**src/rtl/router_in_arb.sv**
```systemverilog
// Three-source round-robin input arbiter feeding a byte-serial router port.
// Holds a grant for one whole packet, enforces an idle gap between packets and aborts stalled grants.
module router_in_arb #(
    parameter int DW      = 8,
    parameter int GAP_CYC = 2,
    parameter int TMO     = 31
) (
    input  logic          clk,
    input  logic          rstn,
    input  logic [2:0]    req,
    input  logic [DW-1:0] src_data_0,
    input  logic [DW-1:0] src_data_1,
    input  logic [DW-1:0] src_data_2,
    input  logic [2:0]    src_valid,
    input  logic          busy,
    output logic [2:0]    gnt,
    output logic [2:0]    src_ready,
    output logic [DW-1:0] data_out,
    output logic          pkt_valid_out,
    output logic          abort
);

    localparam int CMAX = (TMO > GAP_CYC) ? TMO : GAP_CYC;
    localparam int CW   = ($clog2(CMAX + 1) < 5) ? 5 : $clog2(CMAX + 1);

    typedef enum logic [1:0] {S_IDLE, S_XFER, S_GAP} state_t;

    state_t        state_q, state_d;
    logic [2:0]    gnt_q, gnt_d;
    logic [1:0]    ptr_q, ptr_d;
    logic [CW-1:0] cnt_q, cnt_d;

    logic          in_xfer;
    logic          accept;
    logic          cur_valid;
    logic          stall_hit;
    logic          win_found;
    logic [1:0]    win_idx;
    logic [1:0]    cand;
    logic [DW-1:0] data_sel;
    logic [DW-1:0] src_data_a [3];
    logic [DW-1:0] masked [3];

    assign src_data_a[0] = src_data_0;
    assign src_data_a[1] = src_data_1;
    assign src_data_a[2] = src_data_2;

    generate
        for (genvar gi = 0; gi < 3; gi++) begin : g_mask
            assign masked[gi] = gnt_q[gi] ? src_data_a[gi] : '0;
        end
    endgenerate

    assign data_sel  = masked[0] | masked[1] | masked[2];
    assign in_xfer   = (state_q == S_XFER);
    assign accept    = in_xfer & ~busy;
    assign cur_valid = |(src_valid & gnt_q);
    // Timeout fires only on a busy cycle, so it can never coincide with an accepted byte.
    assign stall_hit = in_xfer & busy & (cnt_q >= CW'(TMO - 1));

    // Round-robin search starting just after the last winner.
    always_comb begin
        win_found = 1'b0;
        win_idx   = ptr_q;
        cand      = ptr_q;
        for (int k = 1; k <= 3; k++) begin
            cand = 2'((int'(ptr_q) + k) % 3);
            if (!win_found && req[cand]) begin
                win_found = 1'b1;
                win_idx   = cand;
            end
        end
    end

    always_ff @(posedge clk or negedge rstn) begin
        if (!rstn) begin
            state_q <= S_IDLE;
            gnt_q   <= '0;
            ptr_q   <= 2'd2;
            cnt_q   <= '0;
        end else begin
            state_q <= state_d;
            gnt_q   <= gnt_d;
            ptr_q   <= ptr_d;
            cnt_q   <= cnt_d;
        end
    end

    always_comb begin
        state_d = state_q;
        gnt_d   = gnt_q;
        ptr_d   = ptr_q;
        cnt_d   = cnt_q;
        case (state_q)
            S_IDLE: begin
                cnt_d = '0;
                if (win_found) begin
                    gnt_d   = 3'b001 << win_idx;
                    ptr_d   = win_idx;
                    state_d = S_XFER;
                end else begin
                    gnt_d = '0;
                end
            end
            S_XFER: begin
                if (accept) begin
                    cnt_d = '0;
                    if (!cur_valid) begin
                        gnt_d   = '0;
                        state_d = S_GAP;
                    end
                end else if (stall_hit) begin
                    cnt_d   = '0;
                    gnt_d   = '0;
                    state_d = S_GAP;
                end else if (cnt_q < CW'(TMO)) begin
                    cnt_d = cnt_q + CW'(1);
                end
            end
            S_GAP: begin
                // Count consecutive quiet cycles; any busy cycle restarts the gap.
                if (busy) begin
                    cnt_d = '0;
                end else if (cnt_q >= CW'(GAP_CYC - 1)) begin
                    cnt_d   = '0;
                    state_d = S_IDLE;
                end else begin
                    cnt_d = cnt_q + CW'(1);
                end
            end
            default: begin
                state_d = S_IDLE;
                gnt_d   = '0;
                cnt_d   = '0;
            end
        endcase
    end

    always_comb begin
        gnt           = gnt_q;
        src_ready     = '0;
        data_out      = '0;
        pkt_valid_out = 1'b0;
        abort         = stall_hit;
        if (in_xfer) begin
            src_ready     = busy ? 3'b000 : gnt_q;
            data_out      = data_sel;
            pkt_valid_out = cur_valid;
        end
    end

endmodule

```
**config.mk**
```make
export PLATFORM = sky130hd
export DESIGN_NAME = router_in_arb
export DESIGN_NICKNAME = d
export VERILOG_FILES = /design/src/rtl/router_in_arb.sv
export SDC_FILE = /design/constraint.sdc
export NUM_CORES = 1
export LEC_CHECK = 0
export CAP_MARGIN = 15
export CORE_MARGIN = 3
export CORE_UTILIZATION = 42
export CTS_CLUSTER_SIZE = 10
export DETAILED_ROUTE_END_ITERATION = 10
export PLACE_DENSITY = 0.8
export SLEW_MARGIN = 25
export SYNTH_ARGS = -nofsm -noshare
export SYNTH_HDL_FRONTEND = slang
export SYNTH_SLANG_ARGS = --single-unit
```
**constraint.sdc**
```tcl
create_clock -name clk -period 2.4 [get_ports clk]
set_input_delay 0.48 -clock clk [delete_from_list [all_inputs] [get_ports clk]]
set_output_delay 0.48 -clock clk [all_outputs]
set_load 0.05 [all_outputs]
```
==> Word level (Yosys, flattened, before mapping) <==
Cells that the tools add are included.
{ "word_totals": {"input_bits": 33, "word_cells": 80, "register_bits": 12} }
{ "classes": {"reduce_logical": 9, "n_bitwise": 8, "div": 3, "addsub": 4, "n_shift": 1, "n_mux": 37, "n_eq_ne": 8, "magnitude_cmp": 6} }
{ "op_table": {"columns": ["operator", "n"], "rows": [
  ["32-bit by 3-bit modulo with 32-bit output, second input constant", 3],
  ["8-bit 2-to-1 mux", 4],
  ["5-bit 2-to-1 mux", 5],
  ["2-bit 2-to-1 mux", 9],
  ["3-bit 2-to-1 mux", 6],
  ["8-bit OR", 2],
  ["5-bit case mux with 2 select lines", 1],
  ["2-bit by 3-bit < comparator with 1-bit output, second input constant", 3],
  ["3-bit case mux with 3 select lines", 1],
  ["1-bit 2-to-1 mux", 7],
  ["2-bit by 2-bit adder with 3-bit output, second input constant", 2],
  ["1-bit binary-select mux with 2-bit select", 3],
  ["2-bit inequality test, second input constant", 3],
  ["2-bit case mux with 3 select lines", 1],
  ["5-bit by 1-bit adder with 5-bit output, second input constant", 1],
  ["5-bit by 1-bit greater-or-equal comparator with 1-bit output, second input constant", 1],
  ["5-bit greater-or-equal comparator, second input constant", 1],
  ["5-bit < comparator, second input constant", 1],
  ["5-bit AND reduction", 1],
  ["4-bit by 2-bit inequality test with 1-bit output, second input constant", 1],
  ["2-bit by 1-bit adder with 3-bit output, second input constant", 1],
  ["1-bit AND", 3],
  ["3-bit AND", 1],
  ["3-bit by 2-bit inequality test with 1-bit output, second input constant", 1],
  ["other kinds (11)", 14]
]} }

==> Longest topological paths before layout <==
{ "depth": {"ltp_word": 14, "mapped_depth": 8} }

==> Least setup slack after synthesis <==
No wires, ideal clock.
{ "synth_path": {"kind": "register -> output", "from": "reg gnt_q[0] (netlist: gnt[0])", "to": "out data_out[6]", "stages_incl_launch_ff": 4, "required_ns": 1.920, "t_arrival_ns": 1.779, "slack_ns": 0.141, "cell_sequence": "dfrtp_1 -> clkbuf_1 -> a222oi_1 -> nor2b_1"} }
{ "synth_between": {"elab_chain_len": 4} }
{ "synth_rtl": {"columns": ["item", "line_no", "text"], "rows": [
  ["start: declaration", "29", "logic [2:0] gnt_q, gnt_d;"],
  ["start signal: assignment", "83", "gnt_q <= gnt_d;"],
  ["8-bit 2-to-1 mux", "50", "assign masked[gi] = gnt_q[gi] ? src_data_a[gi] : '0;"],
  ["8-bit OR (2 in series)", "54", "assign data_sel = masked[0] | masked[1] | masked[2];"],
  ["8-bit 2-to-1 mux", "145", "if (in_xfer) begin"],
  ["end: declaration", "18", "output logic [DW-1:0] data_out,"]
]} }
No other way between the ends.

==> Final worst setup path <==
{ "layout_path": {"from": "reg ptr_q[1]", "to": "reg state_q[1]"} }
{ "layout_between": {"elab_chain_len": 13} }
{ "layout_rtl": {"columns": ["item", "line_no", "text"], "rows": [
  ["start: declaration", "30", "logic [1:0] ptr_q, ptr_d;"],
  ["start signal: assignment", "84", "ptr_q <= ptr_d;"],
  ["2-bit by 1-bit adder with 3-bit output", "67", "cand = 2'((int'(ptr_q) + k) % 3);"],
  ["32-bit by 3-bit modulo with 32-bit output", "67", null],
  ["1-bit binary-select mux with 2-bit select", "68", "if (!win_found && req[cand]) begin"],
  ["1-bit 2-to-1 mux (not written as such)", "68", null],
  ["1-bit 2-to-1 mux", "68", null],
  ["1-bit logical NOT", "68", null],
  ["1-bit logical AND", "68", null],
  ["1-bit 2-to-1 mux", "68", null],
  ["1-bit logical NOT", "68", null],
  ["1-bit logical AND", "68", null],
  ["1-bit 2-to-1 mux (*)", "68", null],
  ["2-bit inequality test (no line) (*)", null, null],
  ["5-bit AND reduction (no line) (*)", null, null],
  ["end signal: assignment", "82", "state_q <= state_d;"],
  ["end: declaration", "28", "state_t state_q, state_d;"]
]} }
Mark *: on every way between the ends. The rest lies on a longest branch, timed or not. The select of a mux whose other input is x is not followed.
A chain may end at the register's enable or synchronous reset.

==> results.md <==
- CTS tree: built
- Htree depth: 1
- CP Class: reg2reg
- Gr busiest metal: met2
- YS warnings: 0
- Max-cap violation count: 0
- Initial DRT Pass Iterations: 4
- Final setup vio count: 0
- Vias/cell: 5.460
- Post-Syn Area per Cell: 9.117 sq um
- Cell Area, Synth: 1112 sq um
- Main combinational cell family by area after synthesis: compound AO/OA/AOI/OAI gates
- Sequential area share after synthesis: 0.2711
- Number of top-level pins: 49
- Final GP Congestion: 0.8822
- Post-synthesis simple-gate area fraction: 0.2205
- WP data required: 2.55 ns
- Largest area contributor in the netlist: dfrtp_1
- Detail Route Antenna Nets: 0
- M1 GR Usage: 0.2073
- Syn Nets: 166
- Post-Synth XOR/XNOR Area: 0.02362
- GRT Overall Usage: 0.1747
- Setup Skew: 0.006113 ns
- Max-slew headroom: 0.6346
- Unrepaired setup endpoints after global routing: no
- Post-CTS Hold Fix Bufs: 0
- Worst-Skew Late Latency: 0.27 ns
- Final Instance Area: 1674 sq um
- Period minus WS final: 2.238 ns
- Reg clk slew, reported paths: 0.08 ns
- Top_reg_cell synth: dfrtp_1
- Tightest Pin Transition: 0.5464 ns
- GR Util met2: 0.2919
- Detailed Route WL: 2839 um
- Clock Sinks: 12
- Post-DP HPWL: 2314 um
- Register area: 301.5 sq um
- Post_cts resized: 0
- M3 GR Usage: 0.04977
- CP Launch Type: register
- Peak Freq: 446.8 MHz
- Post-Syn Instances: 122
- Post-synthesis compound-gate area fraction: 0.2610
- Worst-case vdd ir drop: 0.7135 mV
- I/O Buffers: 48
- Area growth syn-to-layout: 50.51%
- Initial DRC count: 141
- Placed cell areas: 1635 sq um
- Count of cell types in the netlist: 44
- Synth area leaders: dfrtp_1, ha_1, a222oi_1
- Die span in x: 57.46 um
- Die area: 3302 sq um
- Final net count: 215
- Max Root-Sink Buffers: 2
- Multiplexer share of the synthesized area: 0.05174
- Setup Fix Bufs, Post-CTS: 0
- Setup WS post-layout: 0.1621 ns
- Initial antenna violation count: 0
- Initial core utilization: 0.4449
- FP Rows: 18
- Run status: finished, final reports clean
- Place WS: 0.04297 ns
- Num CTS Buffers: 3
- Share of cells above drive strength 1: 0.1765
- Grt total ovfl: 0
- Average wire per standard cell: 14.20 um
- Residual DRC: 0
- Worst-path fanout max: 7
- Post-synth top area share: 0.2475
- FF+latch count, synth: 12
- Worst min-delay path class: reg2reg
- DR vias: 1,092
- First-pass GRT wire length: 4574 um
- Power Density: 979.9 nW/um^2
- Filler cells: 195
- Final worst path period share: 0.9325
- Post-synth top cells: dfrtp_1, ha_1, nor2b_1
- Crit. End Element: register
- Adder-cell share of the synthesized area: 0.1237
- Setup Total Neg Slack: 0 ns
- # diodes: 0
- Number of global-route vias before repair: 1,051
- Post-synth ARST share: 1.000
- Number of synthesized flops with an enable pin: 0
- Area of the multi-input gates: 759.5 sq um
- WP data arrival: 2.39 ns
- Clock root buffer: clkbuf_4
- Leakage: 0.0007269 uW
- Pin count of the biggest net entering global routing: 15
- Slew Limit Fails: 0
- Die height: 57.46 um
- Core area: 2500 sq um
- Endpoints failing hold: 0
worst paths after layout:
kind | start | to | slack, ns | cells after the start
max | ptr_q[1] | state_q[1] | 0.16 | 7
min | ptr_q[1] | ptr_q[1] | 0.52 | 1
max reg2reg | ptr_q[1] | state_q[1] | 0.16 | 7
min reg2reg | ptr_q[1] | ptr_q[1] | 0.52 | 1
max in group asynchronous | rstn | gnt[0] | 1.47 | 1
min in group asynchronous | rstn | cnt_q[4] | 0.56 | 1
logic make-up (layout without fill, tap and decap cells):
| kind of cell | count (synthesis) | count (layout) |
|---|---|---|
| AOI/OAI and AO/OA | 33 | 33 |
| xor gates and xnor gates | 3 | 3 |
| buffers and inverters | 14 | 62 |
| and+or+nand+nor | 44 | 44 |
| adders and majority gates | 11 | 11 |
| DFF | 12 | 12 |
| muxes | 5 | 5 |
metal layers:
layer | wire length (um) | share of wire | up-vias
met1 | 1222 | 0.43 | 491
met2 | 1299 | 0.46 | 53
li1 | - | - | 546
met5 | 0 | 0 | -
met4 | 27 | 0.0095 | 0
met3 | 289 | 0.10 | 2
report_power, final:
group          internal (uW)  switching (uW)  leakage, uW  total [uW]
Combinational            505             628     0.000548        1130
Clock                   92.1            67.7    0.0000210         160
Sequential               263            84.6     0.000158         348
worst max-delay path, cell delays in order, from the launching register on:
cell,delay (ns)
dfstp_2,0.57
inv_1,0.06
ha_1,0.24
a22o_1,0.26
or3_4,0.38
o31ai_4,0.10
a311oi_2,0.18
mux2_1,0.33
metrics by stage:
stage | hold WS (ns) | std cells | total power, uW | utilization
3_5_place_dp | 0.5080 | 196 | 1483 | 0.6542
5_1_grt | 0.5372 | 200 | 1775 | 0.6697
6_report | 0.5240 | 200 | 1640 | 0.6697
3_3_place_gp | 0.5028 | 196 | 1455 | 0.6542
2_1_floorplan | 0.1844 | 122 | 1181 | -
4_1_cts | 0.5280 | 200 | 1646 | 0.6687
cell usage in the layout (no fill, tap or decap), drive strengths merged, types with 4 or more instances in the layout:
| master | Yosys | layout |
|---|---|---|
| clkdlybuf4s50 | 0 | 35 |
| buf | 1 | 14 |
| nor2b | 11 | 11 |
| dfrtp | 11 | 11 |
| ha | 11 | 11 |
| inv | 9 | 9 |
| a222oi | 9 | 9 |
| nor2 | 9 | 9 |
| nand2 | 7 | 7 |
| o21ai | 6 | 6 |
| clkbuf | 4 | 4 |
registers in the layout, indices dropped and copies added, names as in the netlist:
name     count
cnt_q        5
gnt          3
ptr_q        2
state_q      2
cell type report:
| type | count | area share |
|---|---|---|
| inverter | 9 | 0.02018 |
| timing repair buffer | 49 | 0.3019 |
| multi-input combinational | 96 | 0.4537 |
| clock buffer | 4 | 0.02167 |
| sequential | 12 | 0.1801 |
| tap | 30 | 0.02242 |
No activity file was read; power rests on OpenSTA's default activity.
